### src/rtl/loop_nest_pkg.sv
// Shared definitions for the nested down-counter loop controller.
//   N_DEF / W_DEF : default level count and per-level width
//   count_t       : one level's index/max value
//   count_vec_t   : all levels packed, level 0 in the low bits
package loop_nest_pkg;

  localparam int N_DEF = 3;
  localparam int W_DEF = 8;

  typedef logic [W_DEF-1:0]   count_t;
  typedef count_t [N_DEF-1:0] count_vec_t;

endpackage

### src/rtl/counter_down.sv
// One level of the loop nest: holds its maximum and steps max..0, then
// wraps back to max on the next step.
//   clk, rstn : clock, async active-low reset
//   load      : capture max and start at max (wins over step)
//   max       : level maximum, sampled on load
//   step      : advance this level by one beat
//   count     : current index
//   zero      : count == 0 (combinational)
module counter_down
  import loop_nest_pkg::*;
#(
  parameter int W = W_DEF
) (
  input  logic         clk,
  input  logic         rstn,
  input  logic         load,
  input  logic [W-1:0] max,
  input  logic         step,
  output logic [W-1:0] count,
  output logic         zero
);

  localparam logic [W-1:0] ONE = W'(1);

  logic [W-1:0] max_q;

  assign zero = (count == '0);

  always_ff @(posedge clk or negedge rstn) begin
    if (!rstn) begin
      max_q <= '0;
      count <= '0;
    end else if (load) begin
      max_q <= max;
      count <= max;
    end else if (step) begin
      // decrement only while non-zero, so the count can never underflow
      count <= zero ? max_q : (count - ONE);
    end
  end

endmodule

### src/rtl/loop_nest_down.sv
// Multi-level nested down-counter. Level 0 advances on each accepted beat;
// level i advances when every level below it sits at zero. The beat that
// finds all levels at zero ends the sequence: everything reloads, busy drops
// and last_clk pulses for one cycle.
//   clk, rstn : clock, async active-low reset
//   load      : load max_in and start a sequence (priority over en)
//   max_in    : per-level maximum, level i at [i*W +: W]
//   en        : beat request, ignored while idle
//   count     : per-level index, same packing as max_in
//   last      : last[i] = levels 0..i all zero
//   busy      : sequence in progress
//   last_clk  : one-cycle pulse after the final beat
module loop_nest_down
  import loop_nest_pkg::*;
#(
  parameter int N = N_DEF,
  parameter int W = W_DEF
) (
  input  logic           clk,
  input  logic           rstn,
  input  logic           load,
  input  logic [N*W-1:0] max_in,
  input  logic           en,
  output logic [N*W-1:0] count,
  output logic [N-1:0]   last,
  output logic           busy,
  output logic           last_clk
);

  logic [N-1:0][W-1:0] cnt;
  logic [N-1:0]        zero;
  logic [N-1:0]        step;
  logic                beat;

  assign beat  = en & busy & ~load;
  assign count = cnt;

  for (genvar i = 0; i < N; i++) begin : g_lvl
    // prefix-AND: a level is "last" only if it and all inner levels are zero
    if (i == 0) begin : g_inner
      assign last[i] = zero[i];
      assign step[i] = beat;
    end else begin : g_outer
      assign last[i] = last[i-1] & zero[i];
      assign step[i] = beat & last[i-1];
    end

    counter_down #(.W(W)) u_cnt (
      .clk   (clk),
      .rstn  (rstn),
      .load  (load),
      .max   (max_in[i*W +: W]),
      .step  (step[i]),
      .count (cnt[i]),
      .zero  (zero[i])
    );
  end

  always_ff @(posedge clk or negedge rstn) begin
    if (!rstn) begin
      busy     <= 1'b0;
      last_clk <= 1'b0;
    end else if (load) begin
      // a restart silently abandons the old sequence: no pulse
      busy     <= 1'b1;
      last_clk <= 1'b0;
    end else if (beat && last[N-1]) begin
      busy     <= 1'b0;
      last_clk <= 1'b1;
    end else begin
      last_clk <= 1'b0;
    end
  end

endmodule

### config.mk
export PLATFORM = sky130hd
export DESIGN_NAME = loop_nest_down
export DESIGN_NICKNAME = d
export VERILOG_FILES = /design/src/rtl/loop_nest_pkg.sv /design/src/rtl/counter_down.sv /design/src/rtl/loop_nest_down.sv
export SDC_FILE = /design/constraint.sdc
export NUM_CORES = 1
export LEC_CHECK = 0
export ABC_AREA = 1
export CAP_MARGIN = 30
export CORE_MARGIN = 2
export CORE_UTILIZATION = 30
export CTS_BUF_LIST = sky130_fd_sc_hd__clkbuf_2 sky130_fd_sc_hd__clkbuf_4 sky130_fd_sc_hd__clkbuf_8
export DETAILED_ROUTE_END_ITERATION = 8
export GPL_TIMING_DRIVEN = 0
export SKIP_LAST_GASP = 1
export SLEW_MARGIN = 20
export SYNTH_ARGS = -nofsm -noshare
export SYNTH_HDL_FRONTEND = slang
export SYNTH_SLANG_ARGS = --single-unit
### constraint.sdc
create_clock -name clk -period 1.9 [get_ports clk]
set_clock_uncertainty 0.15 [all_clocks]
set_input_delay 0.38 -clock clk [delete_from_list [all_inputs] [get_ports clk]]
set_output_delay 0.38 -clock clk [all_outputs]
set_load 0.01 [all_outputs]
==> metrics <==
status=finished, violations left; failing checks=setup timing; CP Max Fanout=4; Nets=532; Total GRT Usage=0.1593; Synth Net Count=441; Post-synth EDFFs=0; switch share=0.3281; critical path launch point type=register; top-count cell post-synth=nand2_1; Cells after Synth=407; Initial Util=0.3049; area of the mapped netlist=approximately 3000 um2; Critical Path Sink Type=output pin; DRC=0; post-layout minimum cycle time=2.036 ns; Async S/R FF share, synth=1.000; routability congestion estimate from global placement=0.8967; Placed Area=~3700 um2; GR Layer Usage met2=0.2627; commonest cells in the synthesized netlist=nand2_1, inv_1, dfrtp_1, o21ai_0, nand3_1; RSZ-0062 raised after global routing=yes; Final ANT Viol Nets=0; CTS H-Tree Depth=2; largest net degree at the start of global routing=about 50; synth unique cells=24; Detailed Route WL=8.260 mm; Clock Tree Buf Depth=2; CP peak stage delay=0.42 ns; Synth warnings=0; combinational share of power=0.327; Via Count=slightly below 3000; worst path arrival time=1.51 ns; Fin. Hold Viols=0; Mean Syn Cell Area=about 7.2 um2; fin. max-slew vios=0; Setup Slack @ Placement=-0.5029 ns; Top FF cell, synth=dfrtp_1; sequential share of power=0.393; Clk Latency, worst-skew pair=between 0.3 and 0.4 ns; initial antenna violation count=0; Max Fclk=~0.5 GHz; max_cap viols=0; CTS tree=yes; core area=9639 um2; first-pass iteration count of the detailed router=5; count of input and output buffers=55; CTS Root Cell=clkbuf_8; DR WL/cell=about 13 um; CP cell instances=inv_2, ha_4, nand2_4, nor2_4, buf_6, nand2_4, nor2_2, buf_2; Final setup violation count=5; CTS Sinks=50; grt total ovfl=0; area grow syn2layout=39.46%; Die X=103.0 um; share of cells above drive strength 1=0.1964; Int Power=2.285 mW; Die ar.=10600 um2; CP most frequent cell=nand2_4; Die H=103.0 um; Cell Pwr Density=about 830 nW/um2; Final Cell Area=a little over 4000 um2; final worst slack=-0.1360 ns; Seq cells post-synth=50; CTS Buf Count=5; Peak VDD IR=0.3328 mV; Initial DRC Count=178; Antenna Cells=0; # rows=36; leakage power=roughly 2.1 nW; Final period util=1.072; Worst Path Buf+Inv=3; placed wire-length estimate=5.688 mm; I/O Pins=57; Synth area leaders=dfrtp_1, nand2_1, inv_1; delay-heaviest family, CP=flip-flops; Clock Power Share=0.280; Data required, critical path=1.37 ns; Fillers=1004; Net Switching=1.116 mW; GR peak layer=met2; slowest stage cell on the critical path=dfrtp_1; met1 Track Usage GR=0.2196; vias per inst=about 4.6; area share of the largest cell type after synthesis=0.4257; sequential cell area fraction in the yosys report=0.4257; Yosys top cell by area=dfrtp_1; TNS Setup=-0.3161 ns; Critical Setup Path Class=register to output pin; first-pass GRT wire length=13.25 mm; met3 usage in global routing=0.02441; slew margin rel.=0.5727; clock slew at reported path FFs=0.10 ns; via count of the first global-routing pass=2802; pin slew with the least headroom to its limit=0.6409 ns; worst min-delay path class=register to register
## per-layer routing
layer | share of wire | vias up
met5 | 0 | -
met4 | 0.011 | 0
met3 | 0.043 | 8
met2 | 0.47 | 62
met1 | 0.47 | 1366
li1 | - | 1461
## final timing paths
path	from	endpoint	slack [ns]	cells past startpoint
max in group asynchronous	rstn	g_lvl[1].u_cnt.count[4]	0.65	2
min reg2reg	g_lvl[0].u_cnt.max_q[2]	g_lvl[0].u_cnt.max_q[2]	0.33	2
max reg2reg	g_lvl[1].u_cnt.count[0]	g_lvl[2].u_cnt.count[1]	0.10	10
min in group asynchronous	rstn	g_lvl[1].u_cnt.max_q[3]	0.48	2
max	g_lvl[0].u_cnt.count[1]	last[2]	-0.14	8
min	g_lvl[0].u_cnt.max_q[2]	g_lvl[0].u_cnt.max_q[2]	0.33	2
## sequential cells by signal (all words and copies together) (netlist names)
| signal | flops |
|---|---|
| busy | 1 |
| g_lvl.u_cnt.max_q | 24 |
| g_lvl.u_cnt.count | 24 |
| last_clk | 1 |
## worst min-delay path, delay by kind of cell, from the launching register on
kind	cells	cell delay (ns)
simple gates	2	0.11
flops	1	0.34
## timing repair
action,CTS,global route
resized for setup,36,21
pin swaps,3,5
setup buffers,18,10
hold endpoints to repair,50,0
hold buffers,1,0
endpoints found under the setup margin,8,16
cloned,0,0
## power groups by stage
stage                     Combinational [mW]  Clock [mW]  Sequential [mW]
final                                   1.11       0.953             1.34
after detailed placement               0.955           0             1.35
after global placement                 0.943           0             1.35
after floorplan                        0.534           0             1.36
after CTS                               1.06       0.971             1.33
after global routing                    1.25        1.00             1.35
## cell usage in the layout, fill, tap and decap left out, types with 7 or more instances in the layout
cell type	count
nor2_1	27
inv_2	10
nand2_1	120
dfrtp_1	39
nand3_1	30
clkdlybuf4s50_1	41
inv_1	51
buf_4	32
o21ai_0	37
dfrtp_2	11
dlymetal6s2s_1	7
a21oi_1	22
## layout make-up
cell class	count	area [um2]	share of cell area
Buffer	13	73.82	0.01801
Inverter	62	237.7	0.05800
Timing Repair Buffer	84	779.5	0.1902
Clock inverter	2	60.06	0.01465
Clock buffer	6	82.58	0.02015
Tap cell	133	166.4	0.04060
Multi-Input combinational cell	282	1434	0.3498
Sequential cell	50	1265	0.3086
## kinds of logic after synthesis
logic type,Yosys count,share of synthesized area
simple gates,205,0.3091
buf+inv,75,0.1060
compound gates,69,0.1277
flops,50,0.4257
fa+ha+maj,6,0.02554
xor+xnor,2,0.005961
## metrics by stage
| step | hold WS [ns] | power (mW) | utilization | instances |
|---|---|---|---|---|
| after floorplan | -0.06559 | 1.898 | - | 407 |
| final | 0.3268 | 3.401 | 0.4252 | 632 |
| after CTS | 0.3306 | 3.368 | 0.4126 | 622 |
| after global routing | 0.3694 | 3.607 | 0.4252 | 632 |
| after detailed placement | 0.3083 | 2.310 | 0.3790 | 595 |
| after global placement | 0.3026 | 2.297 | 0.3793 | 595 |
Note: power is estimated with default switching activity, not from simulation.
